==> src/rtl/async_fifo_pkg.sv <==
// -----------------------------------------------------------------------------
// async_fifo_pkg
//   Shared definitions for the write-side and read-side controllers of the
//   dual-clock FIFO.
//   - ADDR_WIDTH_DEF / PTR_W : default RAM address width and matching pointer
//     width (one extra bit distinguishes full from empty).
//   - ptr_max_t              : widest pointer the helpers accept. Narrower
//     pointers are zero-extended on the way in and truncated on the way out.
//     Leading zeros do not change a Gray<->binary conversion.
//   - bin2gray / gray2bin    : reflected binary Gray code conversions.
// -----------------------------------------------------------------------------
package async_fifo_pkg;

  localparam int ADDR_WIDTH_DEF = 3;
  localparam int PTR_W          = ADDR_WIDTH_DEF + 1;
  localparam int MAX_PTR_W      = 16;

  typedef logic [MAX_PTR_W-1:0] ptr_max_t;

  function automatic ptr_max_t bin2gray(input ptr_max_t b);
    return b ^ (b >> 1);
  endfunction

  // Each binary bit is the XOR of all Gray bits at or above it.
  function automatic ptr_max_t gray2bin(input ptr_max_t g);
    ptr_max_t b;
    b[MAX_PTR_W-1] = g[MAX_PTR_W-1];
    for (int i = MAX_PTR_W-2; i >= 0; i--) begin
      b[i] = b[i+1] ^ g[i];
    end
    return b;
  endfunction

endpackage

==> src/rtl/ff_sync.sv <==
// -----------------------------------------------------------------------------
// ff_sync
//   Two-flop synchronizer for a Gray-coded bus that comes from another clock
//   domain. Only one bit of the bus changes at a time, so capturing the bits
//   independently still yields either the old value or the new value.
// Ports
//   clk   in   1           destination clock
//   rstn  in   1           asynchronous, active-low reset
//   d     in   DATA_WIDTH  asynchronous input bus
//   q     out  DATA_WIDTH  input delayed by two clk cycles
// -----------------------------------------------------------------------------
module ff_sync #(
  parameter int DATA_WIDTH = 4
) (
  input  logic                  clk,
  input  logic                  rstn,
  input  logic [DATA_WIDTH-1:0] d,
  output logic [DATA_WIDTH-1:0] q
);

  logic [DATA_WIDTH-1:0] meta;
  logic [DATA_WIDTH-1:0] sync;

  always_ff @(posedge clk or negedge rstn) begin
    if (!rstn) begin
      meta <= '0;
      sync <= '0;
    end else begin
      meta <= d;
      sync <= meta;
    end
  end

  assign q = sync;

endmodule

==> src/rtl/async_fifo_wr_ctrl.sv <==
// -----------------------------------------------------------------------------
// async_fifo_wr_ctrl
//   Write-side pointer and flag controller of the dual-clock FIFO. Everything
//   in this block runs on the write clock.
//   - Holds the binary and Gray write pointers and drives the RAM write port.
//   - Brings the read-domain Gray pointer in through a 2-flop synchronizer.
//   - Produces the full, overflow and occupancy status.
// Configuration macro
//   WR_ALMOST_FULL_EN : when defined, adds the o_almost_full output. It is
//                       registered from (next count >= AFULL_THRESH).
// Ports
//   clk              in   1             write-domain clock
//   rstn             in   1             asynchronous, active-low reset
//   i_wr_en          in   1             client write request
//   i_rd_gptr_async  in   ADDR_WIDTH+1  read-domain Gray pointer
//   o_mem_we         out  1             RAM write strobe (combinational)
//   o_wr_addr        out  ADDR_WIDTH    RAM write address
//   o_wr_gptr        out  ADDR_WIDTH+1  Gray write pointer, straight from a flop
//   o_full           out  1             registered full flag
//   o_overflow       out  1             one-cycle pulse after a write while full
//   o_wr_count       out  ADDR_WIDTH+1  registered occupancy (never underestimates)
//   o_almost_full    out  1             only with WR_ALMOST_FULL_EN
// -----------------------------------------------------------------------------
module async_fifo_wr_ctrl
  import async_fifo_pkg::*;
#(
  parameter int ADDR_WIDTH   = ADDR_WIDTH_DEF,
  parameter int AFULL_THRESH = 6
) (
  input  logic                  clk,
  input  logic                  rstn,
  input  logic                  i_wr_en,
  input  logic [ADDR_WIDTH:0]   i_rd_gptr_async,
  output logic                  o_mem_we,
  output logic [ADDR_WIDTH-1:0] o_wr_addr,
  output logic [ADDR_WIDTH:0]   o_wr_gptr,
  output logic                  o_full,
  output logic                  o_overflow,
  output logic [ADDR_WIDTH:0]   o_wr_count
`ifdef WR_ALMOST_FULL_EN
  ,
  output logic                  o_almost_full
`endif
);

  localparam int PW = ADDR_WIDTH + 1;

  logic [PW-1:0] wbin;
  logic [PW-1:0] wgray;
  logic [PW-1:0] wbin_n;
  logic [PW-1:0] wgray_n;
  logic [PW-1:0] rq2;
  logic [PW-1:0] rq2_bin;
  logic [PW-1:0] full_match;
  logic [PW-1:0] count_n;
  logic          full_flag;
  logic          full_n;
  logic          ovf_pulse;
  logic [PW-1:0] count;
  logic          push;

  // The full pointer width (address bits plus the wrap bit) is synchronized.
  // Without the wrap bit, full could not be told apart from empty.
  ff_sync #(
    .DATA_WIDTH(PW)
  ) u_rptr_sync (
    .clk (clk),
    .rstn(rstn),
    .d   (i_rd_gptr_async),
    .q   (rq2)
  );

  assign push = i_wr_en & ~full_flag;

  always_comb begin
    wbin_n  = wbin;
    wgray_n = wgray;
    if (push) begin
      wbin_n  = wbin + PW'(1);
      wgray_n = PW'(bin2gray(ptr_max_t'(wbin_n)));
    end
  end

  // The FIFO is full when the write pointer is one lap ahead of the read
  // pointer. In Gray code, that means the top two bits are inverted and the
  // remaining bits are equal.
  always_comb begin
    rq2_bin    = PW'(gray2bin(ptr_max_t'(rq2)));
    full_match = {~rq2[PW-1:PW-2], rq2[PW-3:0]};
    full_n     = (wgray_n == full_match);
    count_n    = wbin_n - rq2_bin;
  end

  always_ff @(posedge clk or negedge rstn) begin
    if (!rstn) begin
      wbin      <= '0;
      wgray     <= '0;
      full_flag <= 1'b0;
      ovf_pulse <= 1'b0;
      count     <= '0;
    end else begin
      wbin      <= wbin_n;
      wgray     <= wgray_n;
      full_flag <= full_n;
      ovf_pulse <= i_wr_en & full_flag;
      count     <= count_n;
    end
  end

`ifdef WR_ALMOST_FULL_EN
  logic afull_flag;

  always_ff @(posedge clk or negedge rstn) begin
    if (!rstn) begin
      afull_flag <= 1'b0;
    end else begin
      afull_flag <= (count_n >= PW'(AFULL_THRESH));
    end
  end

  assign o_almost_full = afull_flag;
`endif

  assign o_mem_we   = push;
  assign o_wr_addr  = wbin[ADDR_WIDTH-1:0];
  assign o_wr_gptr  = wgray;
  assign o_full     = full_flag;
  assign o_overflow = ovf_pulse;
  assign o_wr_count = count;

endmodule

==> config.mk <==
export PLATFORM = sky130hd
export DESIGN_NAME = async_fifo_wr_ctrl
export DESIGN_NICKNAME = d
export VERILOG_FILES = /design/src/rtl/async_fifo_pkg.sv /design/src/rtl/ff_sync.sv /design/src/rtl/async_fifo_wr_ctrl.sv
export SDC_FILE = /design/constraint.sdc
export NUM_CORES = 1
export LEC_CHECK = 0
export CORE_ASPECT_RATIO = 0.7
export CORE_UTILIZATION = 45
export DETAILED_ROUTE_END_ITERATION = 8
export HOLD_SLACK_MARGIN = 0.03
export PLACE_DENSITY = 0.72
export SYNTH_ARGS = -nofsm -noshare
export SYNTH_HDL_FRONTEND = slang
export SYNTH_SLANG_ARGS = --single-unit
==> constraint.sdc <==
create_clock -name clk -period 2.77 [get_ports clk]
set_input_delay 0.4155 -clock clk [delete_from_list [all_inputs] [get_ports clk]]
set_output_delay 0.4155 -clock clk [all_outputs]
set_load 0.02 [all_outputs]
==> results.md, run 1 <==
* Peak VDD IR at approximately 0.0005 V
* Total track usage at 0.162
* Cts hold-fix bufs at 0
* # diodes at 0
* Die Span X at 58.7 um
* Fmax at between 400 and 500 MHz
* Syn nets at 97
* DRT iter0 DRCs at 24
* Cells on worst reg2reg path at 8
* Clock sinks at 22
* Worst hold path type: reg -> reg
* CP peak stage delay at between 0.6 and 0.7 ns
* Core Area at roughly 2000 um^2
* CTS Root Cell: clkbuf_4
* Max-cap violations at 0
* Critical path arrival at 1.81 ns
* CTS tree: done
* Wire per inst at 12.1 um
* Synth area leader: dfrtp_1
* CP Cell Sequence: clkdlybuf4s50_1, nand2b_4, inv_2, clkdlybuf4s50_1
* Drt first pass iters at 4
* Worst rel slew slack at 0.804
* Final hold slack at 0.360 ns
* Gp weighted congestion at approximately 0.76
* Resized cells post-CTS at 0
* Register area at 551 um^2
* Final ANT Viol Nets at 0
* Mean Syn Cell Area at around 12 um^2
* Setup bufs post-CTS at 0
* Pwr/cell area at 1350 nW/um^2
* Synth-to-layout area growth at 24.9%
* Cells after Synth at 85
* Delay-heaviest family, CP: buffers and inverters
* Most frequent cells in the layout: dfrtp_1, clkdlybuf4s50_1, xnor2_1
* CP max FO at 11
* Worst-margin pin slew at about 0.29 ns
* Min Tclk post-route at 2.22 ns
* CTS Buf Count at 3
* Gr ovfl total at 0
* Setup slack, reg-to-reg at between 0.5 and 0.6 ns
* Post-route DRC at 0
* Largest net degree at the start of global routing at 23
* RSZ-0062 raised after global routing: false
* Initial core utilization at 0.509
* Fin. max-slew vios at 0
* I/O pins at 21
* Reg2reg start: wbin[0]
* Maximum buffer depth of the clock tree at 2
* Vias per cell at 4.64
* Final worst path period share at 0.802
* Ranking of synthesized cells by area: dfrtp_1, xnor2_1, xor2_1, ha_1, inv_1
* FF-to-FF End: o_wr_count[3]
* Via count at 631
* Initial antenna violation count at 0
* Clock Latency Late Sink at 0.30 ns
* First-pass GRT wire length at 2780 um
* Setup crit end kind: output port
* Commonest non-fill, non-tap cell in the layout: dfrtp_1
* Buffers on Ports at 20
* Slowest CP cell: clkdlybuf4s50_1
* Finished Cell Area at between 1000 and 1500 um^2
* CP Buf/Inv Count at 3
* Fin. Hold Viols at 0
* Synth unique cells at 24
* Die area at 2440 um^2
* Worst hold path endpoint: u_rptr_sync.q[2]
* Hold path start: u_rptr_sync.meta[2]
* Hold path depth at 0
* Worst-path clk slew at 0.11 ns
* Synthesis-stage register bit count at 22
* WS Path Type: in -> out
* Post-Syn Area at 1010 um^2
* Register area share after synthesis at 0.545
* Layout fillers at 174
* Number of H-tree branching levels at 1
* Warning count from the yosys run at 0
* Most common cell on crit path: clkdlybuf4s50_1
* Synth top area share at 0.545
* Setup_tns at 0 ns
* Layout cells sized above 1 at 0.0943
* Crit path required time at ~2.4 ns
* Placed cell areas at 1230 um^2
* NumNets Final at ~120
* Final setup skew at ~0.0035 ns
* Final setup violation count at 0
* Status: completed
* Pleak at 0.572 nW
* Detailed Place HPWL at roughly 1300 um
* Total area of multi-input combinational cells at 393 um^2
* Vias in the first global route at 611
* Die H at between 40 and 50 um
* FP Rows at 13
* CP Launch Type: input pin
* Routed wire length at 1650 um
==> routing by layer <==
metal	global-route usage	routed length, um	up-vias
li1	-	-	309
met3	0.0654	92	2
met2	0.228	746	17
met1	0.233	794	303
met5	0	0	-
met4	0.0429	12	0
==> worst register-to-register path, stage by stage (launching register included) <==
cell     delay (ns)
dfrtp_1        0.47
ha_1           0.38
mux2i_1        0.27
inv_1          0.10
ha_1           0.30
a21o_1         0.15
a21oi_1        0.17
xnor2_1        0.15
xnor2_1        0.13
==> cells in the mapped netlist, drive strengths merged <==
cell     count
dfrtp       22
xnor2       12
inv         10
xor2         6
nor2         5
buf          4
ha           4
o21ai        4
nand2        3
a21o         2
a211oi       1
a21boi       1
a21oi        1
a221oi       1
a2bb2oi      1
and2         1
fa           1
mux2         1
mux2i        1
nand2b       1
nand3        1
nor3         1
or2          1
==> worst max path at each step <==
stage	startpoint	slack (ns)	endpoint	cells past startpoint
2_1_floorplan	o_full	0.72	o_wr_count[3]	9
3_3_place_gp	i_wr_en	0.40	o_wr_count[3]	9
3_5_place_dp	i_wr_en	0.31	o_wr_count[3]	9
4_1_cts	i_wr_en	0.54	o_mem_we	4
5_1_grt	wbin[0]	0.43	o_wr_count[3]	8
6_report	i_wr_en	0.55	o_mem_we	4
==> final cells by class <==
cell class              count  area share
inverters                  10      0.0297
flip-flops and latches     22       0.436
clock buffers               4      0.0287
multi-input cells          49       0.311
repair buffers             21       0.165
well taps                  30      0.0297
==> logic make-up after synthesis <==
family | count (synthesis) | synth area share
compound gates | 11 | 0.0767
xor+xnor | 18 | 0.156
simple gates | 13 | 0.0656
fa+ha+maj | 5 | 0.0693
mux | 2 | 0.0210
buf+inv | 14 | 0.0668
flops | 22 | 0.545
==> power breakdown <==
part	switching (W)	internal, W
Sequential	0.0000904	0.000436
Clock	0.0000920	0.0000803
Combinational	0.000512	0.000492
Total	0.000695	0.00101
==> flip-flops by register name (all words and copies together), names as in the netlist <==
| name | cells |
|---|---|
| o_full | 1 |
| o_wr_count | 4 |
| u_rptr_sync.q | 4 |
| wbin | 4 |
| o_wr_gptr | 4 |
| u_rptr_sync.meta | 4 |
| o_overflow | 1 |
==> per-stage QoR <==
step                setup WS, ns  std cells  utilization  total power (W)
CTS                        0.541        136        0.636          0.00172
floorplan                  0.716         85            -          0.00124
detailed placement         0.315        132        0.618          0.00154
global route               0.432        136        0.636          0.00185
finish                     0.548        136        0.636          0.00170
global placement           0.404        132        0.618          0.00152
Note: power is estimated with default switching activity, not from simulation.
==> run 2: changes to the inputs <==
==> constraint.sdc (replaced) <==
create_clock -name clk -period 2.27 [get_ports clk]
set_input_delay 0.3405 -clock clk [delete_from_list [all_inputs] [get_ports clk]]
set_output_delay 0.3405 -clock clk [all_outputs]
set_load 0.02 [all_outputs]
==> run 2 against run 1 <==
Effect of this change: register-to-register slack worse by 0.37 ns; global-route usage down 0.056 points; flip-flop and latch count unchanged; via count up 7.0%; clock power down 3%; first-iteration DRC count down 17%; sequential power up 19%; cell count up 2.2%; sequential share of layout area down 0.55 points; setup slack worse by 0.34 ns; clock-buffer cell count down 1; clock skew up 0.011 ns; highest routed layer unchanged.
==> results.md, run 2 (same netlist as run 1, synthesis figures left out) <==
* CP Launch Type: flop
* Via count at 675 (+7.0%)
* Worst rel slew slack at 0.777 (-0.0265)
* Setup crit end kind: flop
* Number of H-tree branching levels at 1 (unchanged)
* Clock Latency Late Sink at 0.30 ns (about the same)
* Pwr/cell area at 1630 nW/um^2 (+21%)
* Total track usage at 0.161 (-0.000561)
* FP Rows at 13 (unchanged)
* P_sw at 0.000852 W (+23%)
* Gr ovfl total at 0 (unchanged)
* Initial core utilization at 0.509 (unchanged)
* Clock share of power at 0.080 (-0.021)
* Detailed Place HPWL at 1260 um (+0.72%)
* Final worst path period share at 0.908
* Final setup violation count at 0 (unchanged)
* Cts hold-fix bufs at 0 (unchanged)
* Setup bufs post-CTS at 0 (unchanged)
* First-pass GRT wire length at 2820 um (+1.3%)
* Worst-margin pin slew at 0.332 ns (+0.0456 ns)
* Vias per cell at 4.86 (+4.7%)
* Synth-to-layout area growth at 26.5%
* Pleak at 0.583 nW (+2.1%)
* WS Path Type: reg -> reg
* Routed wire length at 1640 um (-0.30%)
* Fmax at 485 MHz
* Crit path required time at 2.51 ns (+0.16 ns)
* Final setup skew at 0.0146 ns (+0.0111 ns)
* DRT iter0 DRCs at 20 (-17%)
* # diodes at 0 (unchanged)
* Clock sinks at 22 (unchanged)
* Switching Share at 0.410 (+0.00188)
* Layout cells sized above 1 at 0.119 (+0.0249)
* Cells on worst reg2reg path at 9 (+1)
* Min Tclk post-route at 2.06 ns
* Fin. Hold Viols at 0 (unchanged)
* Initial antenna violation count at 0 (unchanged)
* Setup_tns at 0 ns (unchanged)
* Power share of the combinational group at 0.618 (+0.028)
* Die Span X at 58.7 um (unchanged)
* CP max FO at 3 (-8)
* CTS tree: done
* Max-cap violations at 0 (unchanged)
* NumNets Final at 123 (+3.4%)
* Status: completed
* Total area of multi-input combinational cells at 393 um^2 (unchanged)
* RSZ-0062 raised after global routing: false
* Sequential power share at 0.302 (-0.007)
* Wire per inst at 11.8 um (-2.5%)
* Largest net degree at the start of global routing at 23 (unchanged)
* Resized cells post-CTS at 0 (unchanged)
* Fin. max-slew vios at 0 (unchanged)
* I/O pins at 21 (unchanged)
* Gp weighted congestion at 0.760 (-0.55%)
* Drt first pass iters at 5 (+1)
* CTS Root Cell: clkbuf_4
* CTS Buf Count at 3 (unchanged)
* Die H at 41.7 um (unchanged)
* Worst hold path type: in -> async
* Commonest non-fill, non-tap cell in the layout: dfrtp_1
* Final Power at 0.00208 W (+22%)
* Vias in the first global route at 635 (+3.9%)
* Peak VDD IR at 0.000840 V (+71%)
* Worst-path clk slew at 0.12 ns (about the same)
* Internal power at 0.00123 W (+22%)
* Core Area at 1980 um^2 (unchanged)
* Post-route DRC at 0 (unchanged)
* Critical path arrival at 2.30 ns (+0.49 ns)
* Most frequent cells in the layout: dfrtp_1, clkdlybuf4s50_1, xnor2_1
* Maximum buffer depth of the clock tree at 2 (unchanged)
* Die area at 2440 um^2 (unchanged)
* Layout fillers at 181 (+4.0%)
* Buffers on Ports at 20 (unchanged)
* Register area at 551 um^2 (unchanged)
* Final ANT Viol Nets at 0 (unchanged)
-- run 2: cell types whose count changed in the layout (fill, tap and decap cells not counted) --
cell      delta
buf_4        +4
clkbuf_8     -1
-- run 2: final timing paths --
kind	startpoint	to	slack (ns)
setup reg to reg	u_rptr_sync.q[2]	o_wr_count[3]	0.21
hold / removal	rstn	o_wr_count[2]	0.36
hold reg to reg	u_rptr_sync.meta[0]	u_rptr_sync.q[0]	0.36
setup / recovery	u_rptr_sync.q[2]	o_wr_count[3]	0.21
min in group clk	u_rptr_sync.meta[0]	u_rptr_sync.q[0]	0.36
max in group asynchronous	rstn	u_rptr_sync.meta[3]	1.67
-- run 2: area by class of cell --
type | count | area share
clock buffer | 3 | 0.0176
sequential | 22 | 0.431
tap | 30 | 0.0294
inverter | 10 | 0.0294
multi-input combinational | 49 | 0.307
timing repair buffer | 25 | 0.186
-- run 2: layer usage --
layer	GRT usage	routed length, um	vias to the layer above
met3	0.0654	78	8
met1	0.227	814	326
met2	0.239	717	24
met4	0.0286	30	0
met5	0	0	-
li1	-	-	317
-- run 2: critical path, stage by stage, from the launching register on --
cell and delay (ns):
dfrtp_1 0.43, xnor2_1 0.26, xor2_1 0.30, xnor2_1 0.16
ha_1 0.20, inv_1 0.05, a21o_1 0.16, a21oi_1 0.16
xnor2_1 0.15, xnor2_1 0.13
-- run 2: metrics by stage --
step / util / worst slack (ns) / cells / hold WS, ns / instance area (um^2)
after detailed placement: 0.633 / 0.0445 / 136 / 0.339 / 1260
after global routing: 0.644 / 0.0230 / 139 / 0.369 / 1280
after global placement: 0.633 / 0.0671 / 136 / 0.332 / 1260
after floorplan: - / 0.216 / 85 / 0.0449 / 1010
after CTS: 0.644 / 0.173 / 139 / 0.363 / 1280
final: 0.644 / 0.210 / 139 / 0.358 / 1280
-- run 2: power groups by stage --
stage | Sequential [W] | Clock, W | Combinational, W
final | 0.000627 | 0.000166 | 0.00129
after global routing | 0.000644 | 0.000195 | 0.00142
after CTS | 0.000626 | 0.000181 | 0.00129
after detailed placement | 0.000635 | 0 | 0.00129
after global placement | 0.000629 | 0 | 0.00127
after floorplan | 0.000735 | 0 | 0.000782
